===== config.mk =====
export PLATFORM = sky130hd
export DESIGN_NAME = ucode_sequencer_flat
export DESIGN_NICKNAME = d
export VERILOG_FILES = /design/src/rtl/ucode_sequencer_if.sv /design/src/rtl/ucode_sequencer.sv /design/src/flat_wrapper.sv
export SDC_FILE = /design/constraint.sdc
export NUM_CORES = 1
export LEC_CHECK = 0
export CAP_MARGIN = 5
export CORE_ASPECT_RATIO = 0.75
export CORE_MARGIN = 8
export CORE_UTILIZATION = 23
export DETAILED_ROUTE_END_ITERATION = 10
export PLACE_DENSITY = 0.87
export SLEW_MARGIN = 40
export SYNTH_ARGS = -nofsm -noshare
export SYNTH_HDL_FRONTEND = slang
export SYNTH_SLANG_ARGS = --single-unit

===== constraint.sdc =====
create_clock -name clk -period 1.4 [get_ports clk]
set_input_delay 0.14 -clock clk [delete_from_list [all_inputs] [get_ports clk]]
set_output_delay 0.14 -clock clk [all_outputs]
set_load 0.005 [all_outputs]

===== src/rtl/ucode_sequencer_if.sv =====
// Bus between the micro-sequencer, the instruction register and the external microcode ROM.
// The master side is the sequencer, which drives the ROM address and status flags.
interface ucode_sequencer_if #(
    parameter int IW  = 16,
    parameter int UAW = 8,
    parameter int UW  = 40
);
    logic [IW-1:0]  instr;
    logic [UW-1:0]  uword;
    logic           mem_ready;
    logic           resume;
    logic [UAW-1:0] uaddr;
    logic [3:0]     state;
    logic           mphase;
    logic           stall;
    logic           halted;

    modport master (
        input  instr, uword, mem_ready, resume,
        output uaddr, state, mphase, stall, halted
    );

    modport slave (
        output instr, uword, mem_ready, resume,
        input  uaddr, state, mphase, stall, halted
    );
endinterface


===== src/rtl/ucode_sequencer.sv =====
// Machine-cycle sequencer and micro-ROM address generator with wait-state stalling and halt/resume.
// Define UCODE_SEQ_PERF_EN to add the retired_cnt / stall_cnt performance counters.
module ucode_sequencer #(
    parameter int              IW         = 16,
    parameter int              OPW        = 6,
    parameter int              UAW        = 8,
    parameter int              UW         = 40,
    parameter int              FETCH_ADDR = 2,
    parameter int              IDLE_ADDR  = 3,
    parameter int              READ_BASE  = 64,
    parameter int              EXEC_BASE  = 128,
    parameter logic [IW-1:0]   HALT_WORD  = 16'hfe00
) (
    input  logic                clk,
    input  logic                reset,
    ucode_sequencer_if.master   bus
`ifdef UCODE_SEQ_PERF_EN
    ,
    output logic [31:0]         retired_cnt,
    output logic [31:0]         stall_cnt
`endif
);

    typedef enum logic [3:0] {
        S_IDLE    = 4'd0,
        S_FETCH   = 4'd1,
        S_FETCHM  = 4'd2,
        S_DECODE  = 4'd3,
        S_DECODEM = 4'd4,
        S_READ    = 4'd5,
        S_READM   = 4'd6,
        S_EXEC    = 4'd7,
        S_EXECM   = 4'd8,
        S_HALT    = 4'd9
    } state_t;

    state_t         cur;
    state_t         nxt;
    logic [OPW-1:0] opcode;
    logic [31:0]    addr_wide;
    logic [1:0]     skip;
    logic           memwait;
    logic           mphase;
    logic           stall;
    logic           unused_bits;

    assign skip    = bus.uword[4:3];
    assign memwait = bus.uword[2];

    always_ff @(posedge clk or negedge reset) begin
        if (!reset) begin
            cur <= S_IDLE;
        end else begin
            cur <= nxt;
        end
    end

    // Short opcodes live in the two bits below the format flag; long ones take OPW bits.
    always_comb begin
        opcode = '0;
        if (!bus.instr[IW-1]) begin
            opcode = {{(OPW-2){1'b0}}, bus.instr[IW-2:IW-3]};
        end else begin
            opcode = bus.instr[IW-2:IW-1-OPW];
        end
    end

    always_comb begin
        addr_wide = 32'(IDLE_ADDR);
        case (cur)
            S_FETCH, S_FETCHM:   addr_wide = 32'(FETCH_ADDR);
            S_DECODE, S_DECODEM: addr_wide = 32'(opcode);
            S_READ, S_READM:     addr_wide = 32'(opcode) + 32'(READ_BASE);
            S_EXEC, S_EXECM:     addr_wide = 32'(opcode) + 32'(EXEC_BASE);
            default:             addr_wide = 32'(IDLE_ADDR);
        endcase
    end

    assign mphase = (cur == S_FETCHM) || (cur == S_DECODEM) ||
                    (cur == S_READM)  || (cur == S_EXECM);
    assign stall  = mphase && memwait && !bus.mem_ready;

    // A stalled M phase simply keeps its state, which also freezes uaddr.
    always_comb begin
        nxt = cur;
        if (stall) begin
            nxt = cur;
        end else begin
            case (cur)
                S_IDLE:    nxt = S_FETCH;
                S_FETCH:   nxt = S_FETCHM;
                S_FETCHM:  nxt = S_DECODE;
                S_DECODE:  nxt = (bus.instr == HALT_WORD) ? S_HALT : S_DECODEM;
                S_DECODEM: begin
                    case (skip)
                        2'd0:    nxt = S_READ;
                        2'd1:    nxt = S_EXEC;
                        default: nxt = S_FETCH;
                    endcase
                end
                S_READ:    nxt = S_READM;
                S_READM:   nxt = S_EXEC;
                S_EXEC:    nxt = S_EXECM;
                S_EXECM:   nxt = S_FETCH;
                S_HALT:    nxt = bus.resume ? S_FETCH : S_HALT;
                default:   nxt = S_FETCH;
            endcase
        end
    end

    assign bus.uaddr  = addr_wide[UAW-1:0];
    assign bus.state  = cur;
    assign bus.mphase = mphase;
    assign bus.stall  = stall;
    assign bus.halted = (cur == S_HALT);

    assign unused_bits = ^{bus.uword[UW-1:5], bus.uword[1:0], addr_wide[31:UAW]};

`ifdef UCODE_SEQ_PERF_EN
    // Counters freeze in HALT, but the resume edge out of HALT still retires.
    always_ff @(posedge clk or negedge reset) begin
        if (!reset) begin
            retired_cnt <= '0;
            stall_cnt   <= '0;
        end else if (cur == S_HALT) begin
            if (bus.resume) begin
                retired_cnt <= retired_cnt + 32'd1;
            end
        end else begin
            if (stall) begin
                stall_cnt <= stall_cnt + 32'd1;
            end
            if ((nxt == S_FETCH) && ((cur == S_EXECM) || (cur == S_DECODEM))) begin
                retired_cnt <= retired_cnt + 32'd1;
            end
        end
    end
`endif

endmodule


===== src/flat_wrapper.sv =====
// flat-port wrapper written by rule: the top's interface ports become plain ports
module ucode_sequencer_flat 
#(
    parameter int              IW         = 16,
    parameter int              OPW        = 6,
    parameter int              UAW        = 8,
    parameter int              UW         = 40,
    parameter int              FETCH_ADDR = 2,
    parameter int              IDLE_ADDR  = 3,
    parameter int              READ_BASE  = 64,
    parameter int              EXEC_BASE  = 128,
    parameter logic [IW-1:0]   HALT_WORD  = 16'hfe00
)
  (clk, reset, bus_instr, bus_uword, bus_mem_ready, bus_resume, bus_uaddr, bus_state, bus_mphase, bus_stall, bus_halted);
  ucode_sequencer_if #(.IW(IW), .UAW(UAW), .UW(UW)) bus_i ();
  input  logic clk;
  input  logic reset;
  input wire logic [$bits(bus_i.instr)-1:0] bus_instr;
  input wire logic [$bits(bus_i.uword)-1:0] bus_uword;
  input wire logic [$bits(bus_i.mem_ready)-1:0] bus_mem_ready;
  input wire logic [$bits(bus_i.resume)-1:0] bus_resume;
  output wire logic [$bits(bus_i.uaddr)-1:0] bus_uaddr;
  output wire logic [$bits(bus_i.state)-1:0] bus_state;
  output wire logic [$bits(bus_i.mphase)-1:0] bus_mphase;
  output wire logic [$bits(bus_i.stall)-1:0] bus_stall;
  output wire logic [$bits(bus_i.halted)-1:0] bus_halted;
  assign bus_i.instr = bus_instr;
  assign bus_i.uword = bus_uword;
  assign bus_i.mem_ready = bus_mem_ready;
  assign bus_i.resume = bus_resume;
  assign bus_uaddr = bus_i.uaddr;
  assign bus_state = bus_i.state;
  assign bus_mphase = bus_i.mphase;
  assign bus_stall = bus_i.stall;
  assign bus_halted = bus_i.halted;
  ucode_sequencer #(.IW(IW), .OPW(OPW), .UAW(UAW), .UW(UW), .FETCH_ADDR(FETCH_ADDR), .IDLE_ADDR(IDLE_ADDR), .READ_BASE(READ_BASE), .EXEC_BASE(EXEC_BASE), .HALT_WORD(HALT_WORD)) u_core (.clk(clk), .reset(reset), .bus(bus_i));
endmodule

# --- Word level (Yosys, flattened, before mapping) ---
# Index checks and enable logic that the tools add are counted.
classes:
  mux: 6
  n_eq_ne: 11
  reduce_logical: 11
  add_sub_neg: 2
op_table:
  columns: ["cell", "count"]
  rows:
  - ["4-bit one-hot mux with 8 select lines", 1]
  - ["8-bit one-hot mux with 4 select lines", 1]
  - ["16-bit equality test (second input constant)", 1]
  - ["4-bit by 3-bit equality test with 1-bit output (second input constant)", 4]
  - ["6-bit by 7-bit adder with 8-bit output (second input constant)", 1]
  - ["6-bit by 8-bit adder with 8-bit output (second input constant)", 1]
  - ["4-bit by 2-bit equality test with 1-bit output (second input constant)", 2]
  - ["4-bit equality test (second input constant)", 2]
  - ["4-bit two-way mux", 2]
  - ["2-bit OR reduction", 4]
  - ["6-bit two-way mux", 1]
  - ["3-bit one-hot mux with 2 select lines", 1]
  - ["4-bit by 1-bit equality test with 1-bit output (second input constant)", 1]
  - ["1-bit logical OR", 3]
  - ["2-bit by 1-bit equality test with 1-bit output (second input constant)", 1]
  - ["1-bit logical AND", 2]
  - ["2-bit zero test", 1]
  - ["1-bit zero test", 1]
totals:
  input_bits: 60
  register_bits: 4
  word_cells: 31

# --- Longest topological paths before layout ---
depth:
  word_depth: 6
  depth_mapped: 4

# --- Worst setup path before layout ---
# OpenSTA, ideal clock, no wires.
synth_path:
  path_kind: "reg-to-output"
  from: "register u_core.cur[0] (netlist: u_core.bus.state[0])"
  to: "output bus_uaddr[1]"
  stages_incl_launch_ff: 4
  required_time_ps: 1260
  setup_slack_ps: 27
  t_arrival_ps: 1233
  path_cell_list: "dfrtp_1 -> nor4b_4 -> o21ba_2 -> a211o_1"
synth_via:
  elab_chain_cells: 3
synth_lines:
  columns: ["item", "line_no", "source"]
  rows:
  - ["from (decl)", "ucode_sequencer.sv:37", "state_t cur;"]
  - ["from (signal assigned)", "ucode_sequencer.sv:54", "cur <= nxt;"]
  - ["4-bit by 3-bit equality test with 1-bit output (tied with other cells)", "ucode_sequencer.sv:70", "case (cur)"]
  - ["2-bit OR reduction", "ucode_sequencer.sv:70", null]
  - ["8-bit one-hot mux with 4 select lines (*)", "ucode_sequencer.sv:70", null]
  - ["to (decl)", "flat_wrapper.sv:22", "output wire logic [$bits(bus_i.uaddr)-1:0] bus_uaddr;"]
# Mark *: on every way between the ends. The rest lies on a longest branch, timed or not.

# --- Worst setup path in the final report ---
layout_path:
  from: "register u_core.cur[1] (netlist: u_core.bus.state[1])"
  to: "output bus_uaddr[1]"
# Same word-level chain as after synthesis.

==> flow_metrics.py <==
metrics = {
    "finish": {
        "n_fill_cell": 191,
        "largest_register_ffs": 4,
        "multi_input_area_um2": 448,
        "seqCellArea_um2": 100,
        "synthToLayoutAreaGrowth_pct": 129,
        "final-instance-count-excl-fill": 152,
        "n_antenna_cell": 0,
        "final_nets": 189,
        "layout-drive-gt1-share": 0.472,
    },
    "outcome": {
        "outcome": "finished with violations",
        "failed_checks": "negative setup slack",
    },
    "placed_design": {
        "io_buffer_count": 37,
        "placed_cells": 140,
        "dpl.hpwl_um": 1780,
        "gp_congestion": 0.765,
    },
    "floorplan": {
        "pin_count": 75,
        "dieArea_um2": 4050,
        "chipWidth_um": 70.9,
        "start_util": 0.234,
        "num_rows": 15,
        "die_h_um": 57.2,
        "core_area_um2": 2210,
    },
    "global_routing": {
        "antenna_found_initial": 0,
        "grt_pass1_vias": 823,
        "grt_pass1_wl_um": 3910,
        "grt_max_degree": 10,
        "grt_remaining_overflow": 0,
        "globalRouteTotalUtil": 0.122,
    },
    "timing": {
        "maxSlewHeadroom": 0.811,
        "rsz0062_at_grt": "yes",
        "final-hold-violation-count": 0,
        "holdWs_ns": 0.101,
        "period_share": 1.29,
        "tightest_slew_ns": 0.279,
        "setup_slack_ns": -0.412,
        "setup_viol": 15,
        "fin_crit_ns": 1.81,
        "report.final.slew_viol_count": 0,
        "skew_ns": 0.00366,
        "max_clock_freq_mhz": 552,
    },
    "power_and_ir_drop": {
        "ir_drop_v": 0.000755,
        "power_density_nw_per_um2": 1820,
        "p_leak_nw": 0.579,
    },
    "yosys": {
        "synth-seq-cells": 4,
        "yosys.area.top_type": "dfrtp_1",
        "synth_area_leaders": "dfrtp_1, and3b_1, a21oi_1",
        "netlist_area_um2": 519,
        "ys.flop_type": "dfrtp_1",
        "synth_nets": 121,
        "ys_warn_count": 0,
        "yosysMostFrequentCell": "and3b_1",
        "ys_types": 35,
        "synthArstFlopShare": 1.00,
        "synth_edf_count": 0,
        "syn_area_per_cell_um2": 8.51,
        "synth_top_area_frac": 0.193,
        "yosysSeqAreaShare": 0.193,
        "synthTopCellsByCount": "and3b_1, a21oi_1, dfrtp_1, nand2_1, nand2b_1",
        "synthesis.instances": 61,
    },
    "worst_setup_path": {
        "worst-path-buf-inv": 2,
        "arrival_ns": 1.67,
        "cp_cell_sequence": "nor4b_4, o21ba_4, buf_6, a211o_1, buf_2",
        "cp_max_fo": 4,
        "startpoint_type": "register",
        "critPathCaptureType": "primary output",
        "crit_type": "register to primary output",
        "critical-path-top-delay-family": "flip-flops",
        "slowest_stage": "dfrtp_1",
        "slowest_delay_ns": 0.42,
        "required_ns": 1.26,
    },
    "clock_network": {
        "clk_pin_slew_ns": 0.04,
        "tritoncts": "yes",
        "clk_latency_ns": 0.24,
        "h-tree-depth": 1,
        "clockBufferDepth": 2,
        "cts_num_sinks": 4,
        "ctsRootBufferMaster": "clkbuf_4",
        "ctsHoldBuffers": 0,
        "numCtsBuffers": 3,
    },
    "drt": {
        "dr.pass1.iters": 4,
        "vias": 762,
        "wl_per_cell_um": 16.3,
        "drt-total-wl_um": 2480,
        "vias_per_cell": 5.01,
        "ant_nets": 0,
        "drtIter0Drc": 14,
        "drc": 0,
    },
    "worst_hold_path": {
        "hp-class": "primary input to asynchronous set/reset pin",
    },
    "flow_run": {
        "maxCapViolations": 0,
    },
}
## what timing repair did
action,4_1_cts,5_1_grt
setup buffers,6,3
gates resized for setup,59,8
setup endpoints to repair,17,16
pin swaps,3,2
## report_power, final
group / total, W / internal [W] / switching [W]
Clock: 0.000148 / 0.0000962 / 0.0000519
Combinational: 0.00178 / 0.00103 / 0.000747
Sequential: 0.000237 / 0.000171 / 0.0000659
Total: 0.00216 / 0.00130 / 0.000864
## path summary, 6_finish.rpt
kind | start | end | slack (ns) | cells past startpoint
max in group asynchronous | reset | u_core.bus.state[3] | 1.13 | 1
setup reg to reg | u_core.bus.state[1] | u_core.bus.state[1] | -0.28 | 7
hold / removal | reset | u_core.bus.state[1] | 0.10 | 1
setup / recovery | u_core.bus.state[1] | bus_uaddr[1] | -0.41 | 5
hold reg to reg | u_core.bus.state[0] | u_core.bus.state[3] | 0.74 | 3
min in group clk | bus_uword[4] | u_core.bus.state[2] | 0.64 | 4
## through the flow
step	cell area (um2)	power, W	worst slack [ns]	TNS (ns)	utilization
floorplan	519	0.000891	0.0274	0	-
global placement	1050	0.00159	-0.363	-3.54	0.476
detailed placement	1050	0.00164	-0.423	-4.00	0.476
CTS	1140	0.00202	-0.387	-2.79	0.515
global route	1190	0.00231	-0.482	-4.67	0.537
finish	1190	0.00216	-0.412	-3.75	0.537
## cell usage in the layout, fill, tap and decap left out, types with 2 or more instances in the layout
| cell type | instances |
|---|---|
| clkdlybuf4s50_1 | 22 |
| buf_4 | 22 |
| buf_2 | 9 |
| buf_6 | 9 |
| and3b_1 | 6 |
| a21oi_1 | 5 |
| dfrtp_1 | 4 |
| nand2b_1 | 3 |
| nand2_1 | 3 |
| clkbuf_4 | 3 |
| nand2_2 | 2 |
| nor2b_1 | 2 |
| or3_4 | 2 |
| inv_1 | 2 |
| and4_1 | 2 |
| nor4_1 | 2 |
| dlygate4sd2_1 | 2 |
| dlymetal6s2s_1 | 2 |
## logic make-up (layout without fill, tap and decap cells)
group,count (synthesis),count (layout),share of synthesized area
buffers and inverters,6,72,0.0626
DFF,4,4,0.193
and+or+nand+nor,33,33,0.484
muxes,1,1,0.0193
AOI/OAI and AO/OA,17,17,0.241
## layer usage
layer	vias up	track usage	routed length, um
met5	-	0	0
met2	17	0.211	1350
met1	371	0.131	976
li1	368	-	-
met3	6	0.0262	72
met4	0	0.0885	75
## worst reg2reg max path, delay by kind of cell, from the launching register on
| kind | cells | cell delay [ns] |
|---|---|---|
| AO/OA/AOI/OAI | 1 | 0.11 |
| buffers and inverters | 4 | 0.50 |
| flip-flops | 1 | 0.42 |
| AND/OR/NAND/NOR | 2 | 0.58 |
## layout make-up
type | instances | area share
inverter | 2 | 0.00632
timing repair buffer | 67 | 0.487
clock buffer | 3 | 0.0189
multi-input combinational | 51 | 0.377
tap | 25 | 0.0263
sequential | 4 | 0.0842
Power figures use the tool's default switching activity.
